### config.mk
export PLATFORM = sky130hd
export DESIGN_NAME = scimem_loader
export DESIGN_NICKNAME = d
export VERILOG_FILES = /design/src/rtl/sccomp_pkg.sv /design/src/rtl/byte_packer.sv /design/src/rtl/scimem_loader.sv
export SDC_FILE = /design/constraint.sdc
export NUM_CORES = 1
export LEC_CHECK = 0
export CAP_MARGIN = 30
export CORE_AREA = 2 2 93 140
export CTS_BUF_LIST = sky130_fd_sc_hd__clkbuf_16
export DETAILED_ROUTE_END_ITERATION = 16
export DIE_AREA = 0 0 95 142
export DONT_BUFFER_PORTS = 1
export GPL_ROUTABILITY_DRIVEN = 0
export HOLD_SLACK_MARGIN = 0.06
export PLACE_DENSITY_LB_ADDON = 0.1
export SYNTH_ARGS = -nofsm -noshare
export SYNTH_HDL_FRONTEND = slang
export SYNTH_SLANG_ARGS = --single-unit
### constraint.sdc
create_clock -name clk -period 2.68 [get_ports clk]
set_input_delay 0.402 -clock clk [delete_from_list [all_inputs] [get_ports clk]]
set_output_delay 0.402 -clock clk [all_outputs]
set_load 0.005 [all_outputs]
### src/rtl/sccomp_pkg.sv
// Shared types and sizes for the single-cycle computer boot path.
package sccomp_pkg;

  typedef enum logic [2:0] {HDR, LOAD, CSUM, RUN, ERR} ldr_state_t;

  localparam int unsigned WORD_BYTES = 4;
  localparam int unsigned HDR_BYTES  = 4;

endpackage

### src/rtl/byte_packer.sv
// Assembles little-endian words from a byte stream: a lane counter plus a
// shift register holding the lower lanes until the top byte arrives.
module byte_packer #(
  parameter int unsigned NBYTES = 4
) (
  input  logic                  clk_i,
  input  logic                  clr_i,
  input  logic                  take_i,
  input  logic [7:0]            byte_i,
  output logic                  word_valid_o,
  output logic [8*NBYTES-1:0]   word_o
);

  localparam int unsigned LaneW = $clog2(NBYTES);
  localparam int unsigned AccW  = 8 * (NBYTES - 1);

  logic [LaneW-1:0] lane_q;
  logic [AccW-1:0]  acc_q;

  // The top lane is combined straight from the input so the word is usable on
  // the same edge that accepts its last byte.
  assign word_valid_o = take_i && (lane_q == LaneW'(NBYTES - 1));
  assign word_o       = {byte_i, acc_q};

  always_ff @(posedge clk_i) begin
    if (clr_i) begin
      lane_q <= '0;
      acc_q  <= '0;
    end else if (take_i) begin
      lane_q <= word_valid_o ? '0 : lane_q + LaneW'(1);
      acc_q  <= {byte_i, acc_q[AccW-1:8]};
    end
  end

endmodule

### src/rtl/scimem_loader.sv
// Boot loader: packs a byte stream into words, writes them to instruction memory
// and releases the CPU once the image is in. Define CHECKSUM_ADD_EN for a trailing checksum byte.
module scimem_loader
  import sccomp_pkg::*;
#(
  parameter int unsigned MAX_WORDS = 64,
  parameter logic [31:0] BASE_ADDR = 32'h0
) (
  input  logic        clk,
  input  logic        clr,
  input  logic        in_valid,
  input  logic [7:0]  in_data,
  output logic        in_ready,
  output logic        imem_we,
  output logic [31:0] imem_addr,
  output logic [31:0] imem_wdata,
  output logic        cpu_clrn,
  output logic        done,
  output logic        err,
  output logic [7:0]  word_cnt
);

  localparam int unsigned PackBytes = (HDR_BYTES > WORD_BYTES) ? HDR_BYTES : WORD_BYTES;

`ifdef CHECKSUM_ADD_EN
  localparam ldr_state_t AfterLoad = CSUM;
`else
  localparam ldr_state_t AfterLoad = RUN;
`endif

  ldr_state_t  state_q, state_d;
  logic        in_ready_q, imem_we_q, cpu_clrn_q, done_q, err_q;
  logic [31:0] imem_addr_q, imem_wdata_q;
  logic [7:0]  word_cnt_q, n_words_q;

  logic        take, pack_take, word_vld, last_word;
  logic [31:0] word;

  assign take      = in_valid && in_ready_q;
  // The checksum byte is not part of any word, so keep it out of the packer.
  assign pack_take = take && (state_q != CSUM);
  assign last_word = (word_cnt_q + 8'd1) == n_words_q;

  byte_packer #(
    .NBYTES(PackBytes)
  ) u_packer (
    .clk_i        (clk),
    .clr_i        (clr),
    .take_i       (pack_take),
    .byte_i       (in_data),
    .word_valid_o (word_vld),
    .word_o       (word)
  );

`ifdef CHECKSUM_ADD_EN
  logic [7:0] sum_q;
  logic       sum_ok;

  assign sum_ok = (sum_q + in_data) == 8'd0;

  always_ff @(posedge clk) begin
    if (clr) begin
      sum_q <= '0;
    end else if (state_q == LOAD && take) begin
      sum_q <= sum_q + in_data;
    end
  end
`endif

  always_comb begin
    state_d = state_q;
    case (state_q)
      HDR: begin
        if (word_vld) begin
          if (word == 32'd0) begin
            state_d = AfterLoad;
          end else if (word > 32'(MAX_WORDS)) begin
            state_d = ERR;
          end else begin
            state_d = LOAD;
          end
        end
      end
      LOAD: begin
        if (word_vld && last_word) begin
          state_d = AfterLoad;
        end
      end
`ifdef CHECKSUM_ADD_EN
      CSUM: begin
        if (take) begin
          state_d = sum_ok ? RUN : ERR;
        end
      end
`endif
      default: state_d = state_q;
    endcase
  end

  // Outputs are registered from the next state so they line up with the state itself.
  always_ff @(posedge clk) begin
    if (clr) begin
      state_q      <= HDR;
      in_ready_q   <= 1'b0;
      imem_we_q    <= 1'b0;
      imem_addr_q  <= BASE_ADDR;
      imem_wdata_q <= '0;
      cpu_clrn_q   <= 1'b0;
      done_q       <= 1'b0;
      err_q        <= 1'b0;
      word_cnt_q   <= '0;
      n_words_q    <= '0;
    end else begin
      state_q    <= state_d;
      in_ready_q <= (state_d == HDR) || (state_d == LOAD) || (state_d == CSUM);
      cpu_clrn_q <= (state_d == RUN);
      done_q     <= (state_d == RUN);
      err_q      <= (state_d == ERR);
      imem_we_q  <= 1'b0;
      if (state_q == HDR && word_vld) begin
        n_words_q <= word[7:0];
      end
      if (state_q == LOAD && word_vld) begin
        imem_we_q    <= 1'b1;
        imem_addr_q  <= BASE_ADDR + {22'd0, word_cnt_q, 2'b00};
        imem_wdata_q <= word;
        word_cnt_q   <= word_cnt_q + 8'd1;
      end
    end
  end

  assign in_ready   = in_ready_q;
  assign imem_we    = imem_we_q;
  assign imem_addr  = imem_addr_q;
  assign imem_wdata = imem_wdata_q;
  assign cpu_clrn   = cpu_clrn_q;
  assign done       = done_q;
  assign err        = err_q;
  assign word_cnt   = word_cnt_q;

endmodule

==> impl_metrics.toml <==
[status]
outcome = "completed"

[floorplanning]
row_count = 50
dieArea_um2 = 13500
die_y_um = 142
die_w_um = 95
core_um2 = 12300
start_util_pct = 29.6
io_pins = 88

[place]
dp.cells = 585
pre_cts_slack_ns = 0.535
portBuffers = 0
hpwlAfterDp_mm = 6.54

[global_routing]
grt_max_degree = 90
grt_pass1_wl_mm = 14.7
grt_pass1_vias = 2729
antenna_found_initial = 0
grt-ovfl-total = 0
grt_use_total_pct = 14.4

[routing]
vias = 2827
routedWlPerCell_um = 15.6
ant_nets = 0
wl_mm = 9.38
viasPerCell = 4.70
drc = 0
drt_first_iter_violations = 121
firstDrtPassIters = 5

[synth]
synth-seq-cells = 89
yosys_warnings = 0
synth.distinct_cells = 39
syn_inst = 449
syn_area_um2 = 3640
syn_area_per_cell_um2 = 8.11
synth_top_cells_by_area = "dfxtp_1, nand2_1, a21oi_1"
synth_seq_area_share_pct = 48.9
synth_top_cell_area_share_pct = 48.9
yosysTopAreaCell = "dfxtp_1"

[cells_and_area]
final_cell_mix = "nand2_1, dfxtp_1, a21oi_1"
fin_cells = 601
utilization_pct = 32.1
post_route_cells_drive_above_1_share_pct = 5.39
layout.nets = 453
fillers = 1318
syn_to_final_growth_pct = 8.69
layout_commonest_cell = "nand2_1"
antenna_cells = 0

[worst_setup_path]
cp-end-kind = "flip-flop"
r2r_slack_ns = 0.52
path_cells = "nand3_2 > o21a_1 > or4_1 > a221o_1 > a2111oi_4"
critPathSlowestCell = "or4_1"
critPathTopFamily = "compound AO/OA/AOI/OAI gates"
worstPathMaxFanout = 6
path_buf_inv = 0
arrival_ns = 2.40
cpPeakStageDelay_ns = 0.49
worstSetupPathType = "flip-flop to flip-flop"
cp-start-kind = "flip-flop"
cp.required_ns = 2.92

[clock_network]
clk_pin_slew_ns = 0.06
htreeDepth = 3
cts_buffers = 9
cts_tree = "done"
cts.sinks = 89
hold_buffers = 0
cts_resized = 0
cts_root_buf = "clkbuf_16"
postCtsSetupRepairBufs = 0
clockBufferDepth = 2
clock_latency_ns = 0.33

[sta]
hold_viol_final = 0
finalWorstSetupSlack_ns = 0.520
rsz0062_at_grt = "false"
slew_viol_final = 0
max_freq_mhz = 463
finClkSkew_ns = 0.00779
fin_setup_tns_ns = 0
min_period_ns = 2.16
setup_viol = 0
min_period_over_period_pct = 80.6
whs_ns = 0.148

[power]
p_leak_uw = 0.00134
irDropWorstVdd_uv = 261
p_per_area_nw_per_um2 = 629

[min_path]
min-delay-path-class = "input port to flip-flop"

[flow_run]
cap_violations = 0
layout make-up:
cell class | instances | area, um2 | area share (%)
Sequential cell | 89 | 1780 | 45.0
Tap cell | 156 | 195 | 4.93
Clock buffer | 9 | 225 | 5.69
Multi-Input combinational cell | 329 | 1650 | 41.6
Clock inverter | 7 | 31.3 | 0.790
Inverter | 1 | 3.75 | 0.0948
Timing Repair Buffer | 10 | 75.1 | 1.90
per-stage QoR:
step	total power (uW)	area [um2]
global placement	1420	3700
floorplan	1450	3730
global route	2600	3960
CTS	2540	3960
detailed placement	1420	3700
finish	2490	3960
synthesized netlist by cell type (all sizes together):
cell type    n
nor2        26
xor2         7
buf         30
a31oi        2
nor3         7
nand4bb      1
clkbuf      23
nand4        3
mux2i        8
ha           2
nand2      137
o211a        1
inv          1
or3          2
nand3b       1
a21oi       68
nand3        5
o311a        1
o21ai        1
and2         1
nor4         6
o2111ai      1
o211ai       2
nand4b       1
a221o        1
xnor2        9
a2111oi      1
o21bai       1
o311ai       1
conb         1
dfxtp       89
and4b        1
o21a         2
o31a         1
or4          2
and4         1
nor2b        2
sequential cells by signal, summed over array words and instances (netlist names), 2 cells and up:
register,flops
imem_wdata,32
u_packer.acc_q,24
imem_addr,8
n_words_q,8
word_cnt,8
state_q,3
u_packer.lane_q,2
where the power goes:
group | leakage [uW] | switching (uW) | internal [uW] | total [uW]
Combinational | 0.000491 | 31.3 | 15.6 | 46.9
Sequential | 0.000718 | 13.6 | 1330 | 1350
Clock | 0.000134 | 486 | 610 | 1100
Total | 0.00134 | 531 | 1960 | 2490
cells by family (layout without fill, tap and decap cells):
| group | Yosys count | count (layout) | synth area share (%) |
|---|---|---|---|
| compound gates | 83 | 83 | 13.2 |
| other cells | 1 | 24 | 0.103 |
| flops | 89 | 89 | 48.9 |
| xor+xnor | 16 | 16 | 3.85 |
| mux | 8 | 8 | 2.20 |
| buf+inv | 54 | 27 | 8.45 |
| fa+ha+maj | 2 | 2 | 0.687 |
| simple gates | 196 | 196 | 22.7 |
metal layers:
| layer | vias to the layer above | part of all wire (%) | track usage [%] | routed length (um) |
|---|---|---|---|---|
| li1 | 1428 | - | - | - |
| met3 | 13 | 6.0 | 4.50 | 563 |
| met5 | - | 0 | 0 | 0 |
| met4 | 0 | 2.7 | 5.95 | 253 |
| met2 | 81 | 52 | 24.8 | 4840 |
| met1 | 1305 | 40 | 16.2 | 3730 |
worst paths after layout:
path / startpoint / to / depth (start not counted)
setup / recovery: word_cnt[1]$_SDFFE_PP0P_ / done$_SDFF_PP0_ / 5
hold / removal: clr / word_cnt[0]$_SDFFE_PP0P_ / 1
setup reg to reg: word_cnt[1]$_SDFFE_PP0P_ / done$_SDFF_PP0_ / 5
hold reg to reg: u_packer.lane_q[1]$_SDFFE_PP0P_ / u_packer.lane_q[1]$_SDFFE_PP0P_ / 2
Note: power is estimated with default switching activity, not from simulation.
